### config.mk
export PLATFORM = sky130hd
export DESIGN_NAME = spi_reg_bridge_flat
export DESIGN_NICKNAME = d
export VERILOG_FILES = /design/src/rtl/spi_reg_bridge_if.sv /design/src/rtl/spi_reg_bridge.sv /design/src/flat_wrapper.sv
export SDC_FILE = /design/constraint.sdc
export NUM_CORES = 1
export LEC_CHECK = 0
export ABC_AREA = 1
export CORE_MARGIN = 5
export CORE_UTILIZATION = 52
export CTS_CLUSTER_DIAMETER = 150
export DETAILED_ROUTE_END_ITERATION = 6
export GPL_TIMING_DRIVEN = 1
export PLACE_DENSITY = 0.77
export SETUP_SLACK_MARGIN = 0.2
export SLEW_MARGIN = 20
export SYNTH_ARGS = -nofsm -noshare
export SYNTH_HDL_FRONTEND = slang
export SYNTH_SLANG_ARGS = --single-unit
export TNS_END_PERCENT = 50
### constraint.sdc
create_clock -name clk -period 4.18 [get_ports clk]
set_clock_uncertainty 0.2 [all_clocks]
set_input_delay 0.836 -clock clk [delete_from_list [all_inputs] [get_ports clk]]
set_output_delay 0.836 -clock clk [all_outputs]
set_load 0.01 [all_outputs]
### src/rtl/spi_reg_bridge_if.sv
// Byte-level link between SPI_Slave (master side) and spi_reg_bridge (slave side).
// Handshake: rx_valid and tx_valid are single-cycle pulses with no ready/backpressure;
// rx_data is only meaningful in a cycle where rx_valid=1, tx_data holds until the next tx_valid.
interface spi_reg_bridge_if;
  logic [7:0] rx_data;
  logic       rx_valid;
  logic       spi_busy;
  logic [7:0] tx_data;
  logic       tx_valid;

  modport master (output rx_data, rx_valid, spi_busy, input tx_data, tx_valid);
  modport slave  (input rx_data, rx_valid, spi_busy, output tx_data, tx_valid);
endinterface

### src/rtl/spi_reg_bridge.sv
// Command/data parser for SPI_Slave bytes, backed by a bank of 8-bit registers.
// First byte of a frame: bit7 = write, bits[6:0] = start address; pointer auto-increments.
module spi_reg_bridge #(
  parameter int          NUM_REGS    = 16,
  parameter logic [7:0]  STATUS_BYTE = 8'hA5
) (
  input  logic                  clk,
  input  logic                  rst,
  input  logic                  spi_cs,
  spi_reg_bridge_if.slave       bus,
  output logic [8*NUM_REGS-1:0] regs,
  output logic                  wr_strobe,
  output logic [6:0]            wr_addr,
  output logic                  frame_active,
  output logic [1:0]            state_dbg,
  output logic [6:0]            ptr_dbg
);

  typedef enum logic [1:0] {IDLE = 2'd0, CMD = 2'd1, WRITE = 2'd2, READ = 2'd3} state_t;

  state_t     state_q, state_nx;
  logic [6:0] ptr_q, ptr_rx, ptr_nx;
  logic       cs_meta, cs_s, cs_prev, busy_prev;
  logic [7:0] reg_q [NUM_REGS];
  logic       cs_rise, cs_fall, byte_start, wr_en;
  logic [7:0] rd_val, tx_nx;

  // rx is resolved first (ptr_rx/state_nx); the tx reply is then taken from that post-rx view.
  always_comb begin
    cs_rise    = cs_s & ~cs_prev;
    cs_fall    = ~cs_s & cs_prev;
    byte_start = bus.spi_busy & ~busy_prev;
    state_nx   = state_q;
    ptr_rx     = ptr_q;
    wr_en      = 1'b0;
    if (cs_rise) begin
      state_nx = IDLE;
    end else if (cs_fall) begin
      state_nx = CMD;
    end else if (bus.rx_valid) begin
      case (state_q)
        CMD: begin
          ptr_rx   = bus.rx_data[6:0];
          state_nx = bus.rx_data[7] ? WRITE : READ;
        end
        WRITE: begin
          wr_en  = (32'(ptr_q) < 32'(NUM_REGS));
          ptr_rx = ptr_q + 7'd1;
        end
        default: ;
      endcase
    end

    rd_val = 8'h00;
    for (int k = 0; k < NUM_REGS; k++) begin
      if (7'(k) == ptr_rx) rd_val = reg_q[k];
    end
    if (wr_en && (ptr_q == ptr_rx)) rd_val = bus.rx_data;

    ptr_nx = ptr_rx;
    case (state_nx)
      WRITE:   tx_nx = 8'h00;
      READ:    tx_nx = rd_val;
      default: tx_nx = STATUS_BYTE;
    endcase
    if (byte_start && (state_nx == READ)) ptr_nx = ptr_rx + 7'd1;
  end

  always_ff @(posedge clk or negedge rst) begin
    if (!rst) begin
      cs_meta      <= 1'b1;
      cs_s         <= 1'b1;
      cs_prev      <= 1'b1;
      busy_prev    <= 1'b0;
      state_q      <= IDLE;
      ptr_q        <= 7'd0;
      wr_strobe    <= 1'b0;
      wr_addr      <= 7'd0;
      bus.tx_data  <= 8'h00;
      bus.tx_valid <= 1'b0;
      for (int k = 0; k < NUM_REGS; k++) reg_q[k] <= 8'h00;
    end else begin
      cs_meta      <= spi_cs;
      cs_s         <= cs_meta;
      cs_prev      <= cs_s;
      busy_prev    <= bus.spi_busy;
      state_q      <= state_nx;
      ptr_q        <= ptr_nx;
      wr_strobe    <= wr_en;
      bus.tx_valid <= byte_start;
      if (byte_start) bus.tx_data <= tx_nx;
      if (wr_en) begin
        wr_addr <= ptr_q;
        for (int k = 0; k < NUM_REGS; k++) begin
          if (7'(k) == ptr_q) reg_q[k] <= bus.rx_data;
        end
      end
    end
  end

  always_comb begin
    regs = '0;
    for (int k = 0; k < NUM_REGS; k++) regs[8*k +: 8] = reg_q[k];
  end

  assign frame_active = ~cs_s;
  assign state_dbg    = state_q;
  assign ptr_dbg      = ptr_q;

endmodule

### src/flat_wrapper.sv
// flat-port wrapper written by rule: the top's interface ports become plain ports
module spi_reg_bridge_flat 
#(
  parameter int          NUM_REGS    = 16,
  parameter logic [7:0]  STATUS_BYTE = 8'hA5
)
  (clk, rst, spi_cs, regs, wr_strobe, wr_addr, frame_active, state_dbg, ptr_dbg, bus_rx_data, bus_rx_valid, bus_spi_busy, bus_tx_data, bus_tx_valid);
  spi_reg_bridge_if bus_i ();
  input  logic clk;
  input  logic rst;
  input  logic spi_cs;
  output logic [8*NUM_REGS-1:0] regs;
  output logic wr_strobe;
  output logic [6:0] wr_addr;
  output logic frame_active;
  output logic [1:0] state_dbg;
  output logic [6:0] ptr_dbg;
  input wire logic [$bits(bus_i.rx_data)-1:0] bus_rx_data;
  input wire logic [$bits(bus_i.rx_valid)-1:0] bus_rx_valid;
  input wire logic [$bits(bus_i.spi_busy)-1:0] bus_spi_busy;
  output wire logic [$bits(bus_i.tx_data)-1:0] bus_tx_data;
  output wire logic [$bits(bus_i.tx_valid)-1:0] bus_tx_valid;
  assign bus_i.rx_data = bus_rx_data;
  assign bus_i.rx_valid = bus_rx_valid;
  assign bus_i.spi_busy = bus_spi_busy;
  assign bus_tx_data = bus_i.tx_data;
  assign bus_tx_valid = bus_i.tx_valid;
  spi_reg_bridge #(.NUM_REGS(NUM_REGS), .STATUS_BYTE(STATUS_BYTE)) u_core (.clk(clk), .rst(rst), .spi_cs(spi_cs), .bus(bus_i), .regs(regs), .wr_strobe(wr_strobe), .wr_addr(wr_addr), .frame_active(frame_active), .state_dbg(state_dbg), .ptr_dbg(ptr_dbg));
endmodule
==> flow_summary.toml <==
[setup_path]
start_kind = "flip-flop"
crit_slowest_cell = "dfrtp_1"
max_stage_delay_ns = 0.43
worstPathRequired_ns = 4.28
critical_path_class = "flip-flop to flip-flop"
path_max_fanout = 7
critPathArrivalTime_ns = 3.93
end_kind = "flip-flop"
cp_common_cell = "nand2_1"

[global_route]
global_route.usage.total_pct = 30.7
grt_max_degree = 85
grt_pass1_vias = 7632
grt_overflow_total = 0
grt_pass1_wl_um = 42800
antenna_found_initial = 0

[clock_network]
numCtsBuffers = 17
cts.clk_slew.worst_paths_ns = 0.07
cts_num_sinks = 158
clockBufferDepth = 2
h-tree-depth = 4
root_buffer = "clkbuf_16"
clk_latency_ns = 0.43
cts_tree = "built"

[synthesis]
avgSynthCellArea_um2 = 7.76
ys_seq_area_share_pct = 49.5
syn_inst = 1030
synth_warnings = 0
syn-num-nets = 1054
ys_ff_latch = 158
synth.distinct_cells = 38
yosysTopAreaCellShare_pct = 48.5
yosysTopAreaCell = "dfrtp_1"
dominantRegCellSynth = "dfrtp_1"
ys_async_sr_fraction_pct = 100
syn_area_um2 = 7990
synthTopCellsByArea = "dfrtp_1 49%, nand2_1 15%, o21ai_0 11%, inv_1 5.0%, nand3_1 4.4%"
synth-edff-count = 0

[route]
num_vias = 8191
drt-vias-per-instance = 5.62
avgRoutedWirePerCell_um = 19.0
dr.pass1.iters = 5
final_antenna_net_count = 0
drt_wl_total_um = 27600
drt_iter0_drc = 1134
drc = 0

[power_and_ir_drop]
p_per_area_nw_per_um2 = 423
p_leak_nw = 5.23
ir_worst_vdd_mv = 0.337

[place]
portBuffers = 167
place_area_um2 = 10200
place.gp.congestion = 0.945
dpl.hpwl_um = 19700

[final_layout]
n_antenna_cell = 0
mostFrequentLayoutCells = "325 x nand2_1, 169 x o21ai_0, 165 x clkdlybuf4s50_1"
fillers = 1185
syn2layout_area_growth_pct = 38.0
regArea_um2 = 3960
layout.nets = 1280
final_common_cell = "nand2_1"
stdcell_area_um2 = 11000
drive_above_1_share_pct = 14.6
utilization_pct = 72.8
multi_input_area_um2 = 3540

[sta]
whs_ns = 0.160
min_period_ns = 3.82
slew_headroom_pct = 42.7
tightest_slew_ns = 0.859
finalCritPeriodShare_pct = 91.4
slew_viol_final = 0
rsz0062_at_grt = "true"
hold_viol_final = 0
fmax_ghz = 0.262
setup_viol = 0

[floorplanning]
initial_core_util_pct = 52.8
rows = 45
die_h_um = 134
io_pins = 168
coreArea_um2 = 15100
die_w_um = 134
die-area_um2 = 17900

[min_path]
hp-class = "flip-flop to flip-flop"

[run_status]
status = "finished clean"

[flow_run]
maxCapViolCount = 0
-- routing by layer --
layer	up-vias	routed length (um)	global-route usage [%]
li1	3772	-	-
met1	3873	11500	43.5
met2	474	12400	46.3
met3	72	2680	6.75
met4	0	1020	12.2
met5	-	0	0
-- cells in the mapped netlist (4+ instances only) --
cell	instances
nand2_1	329
o21ai_0	169
dfrtp_1	155
inv_1	107
nand3_1	71
nor2_1	41
clkbuf_1	30
a21oi_1	16
nor3_1	13
or2_2	12
ha_1	11
inv_2	10
o21ai_1	7
xor2_1	7
nand4_1	6
nand3_2	5
nand2_2	4
-- final cells by class --
cell class	count	share of cell area, %
flip-flops and latches	158	35.9
multi-input cells	717	32.1
repair buffers	244	20.6
inverters	118	4.05
clock buffers	17	3.86
well taps	188	2.13
clock inverters	15	1.38
-- critical path, delay by kind of cell (launching register included) --
| family | cells | cell delay (ns) |
|---|---|---|
| simple gates | 21 | 1.82 |
| buf+inv | 5 | 0.65 |
| flops | 1 | 0.43 |
| fa+ha+maj | 1 | 0.36 |
| compound gates | 2 | 0.22 |
-- registers in the layout, summed over array words and instances (netlist names) --
name,flops
u_core.wr_addr,7
u_core.wr_strobe,1
u_core.busy_prev,1
u_core.state_dbg,2
u_core.bus.tx_valid,1
u_core.cs_prev,1
u_core.ptr_dbg,7
u_core.cs_s,1
u_core.regs,128
u_core.bus.tx_data,8
u_core.cs_meta,1
-- cell families (layout without fill, tap and decap cells) --
family	after synthesis	after routing	synth area share, %
AND/OR/NAND/NOR	491	491	26.6
adder cells (fa/ha/maj)	11	11	1.72
XOR/XNOR	7	7	0.767
AO/OA/AOI/OAI	208	208	13.7
buffers and inverters	155	394	7.66
flip-flops	158	158	49.5
-- repair_timing --
item                       4_1_cts  5_1_grt
hold buffers                     0        0
setup endpoints to repair        4        8
pin swaps                        0        7
buffers inserted                 0       17
resized for setup                4       33
-- power breakdown --
group,internal [W],switching (W),leakage [nW],total [W]
Combinational,0.000584,0.000810,2.81,0.00139
Clock,0.000839,0.000692,0.280,0.00153
Sequential,0.00162,0.000122,2.14,0.00174
-- final timing paths --
path	from	endpoint	slack (ns)	cells after the start
max	u_core.state_dbg[1]	u_core.bus.tx_data[7]	0.36	29
min	u_core.cs_meta	u_core.cs_s	0.16	0
max reg2reg	u_core.state_dbg[1]	u_core.bus.tx_data[7]	0.36	29
min reg2reg	u_core.cs_meta	u_core.cs_s	0.16	0
max in group asynchronous	rst	u_core.regs[50]	2.53	2
min in group asynchronous	rst	u_core.wr_addr[3]	0.25	1
-- stage by stage --
stage,cells,worst slack [ns],power [W],setup TNS [ns]
global route,1457,0.128,0.00486,0
floorplan,1030,0.705,0.00239,0
finish,1457,0.358,0.00467,0
global placement,1408,-0.203,0.00297,-0.862
detailed placement,1408,-0.295,0.00298,-1.18
CTS,1440,0.207,0.00451,0
(Power assumes the default switching activity.)
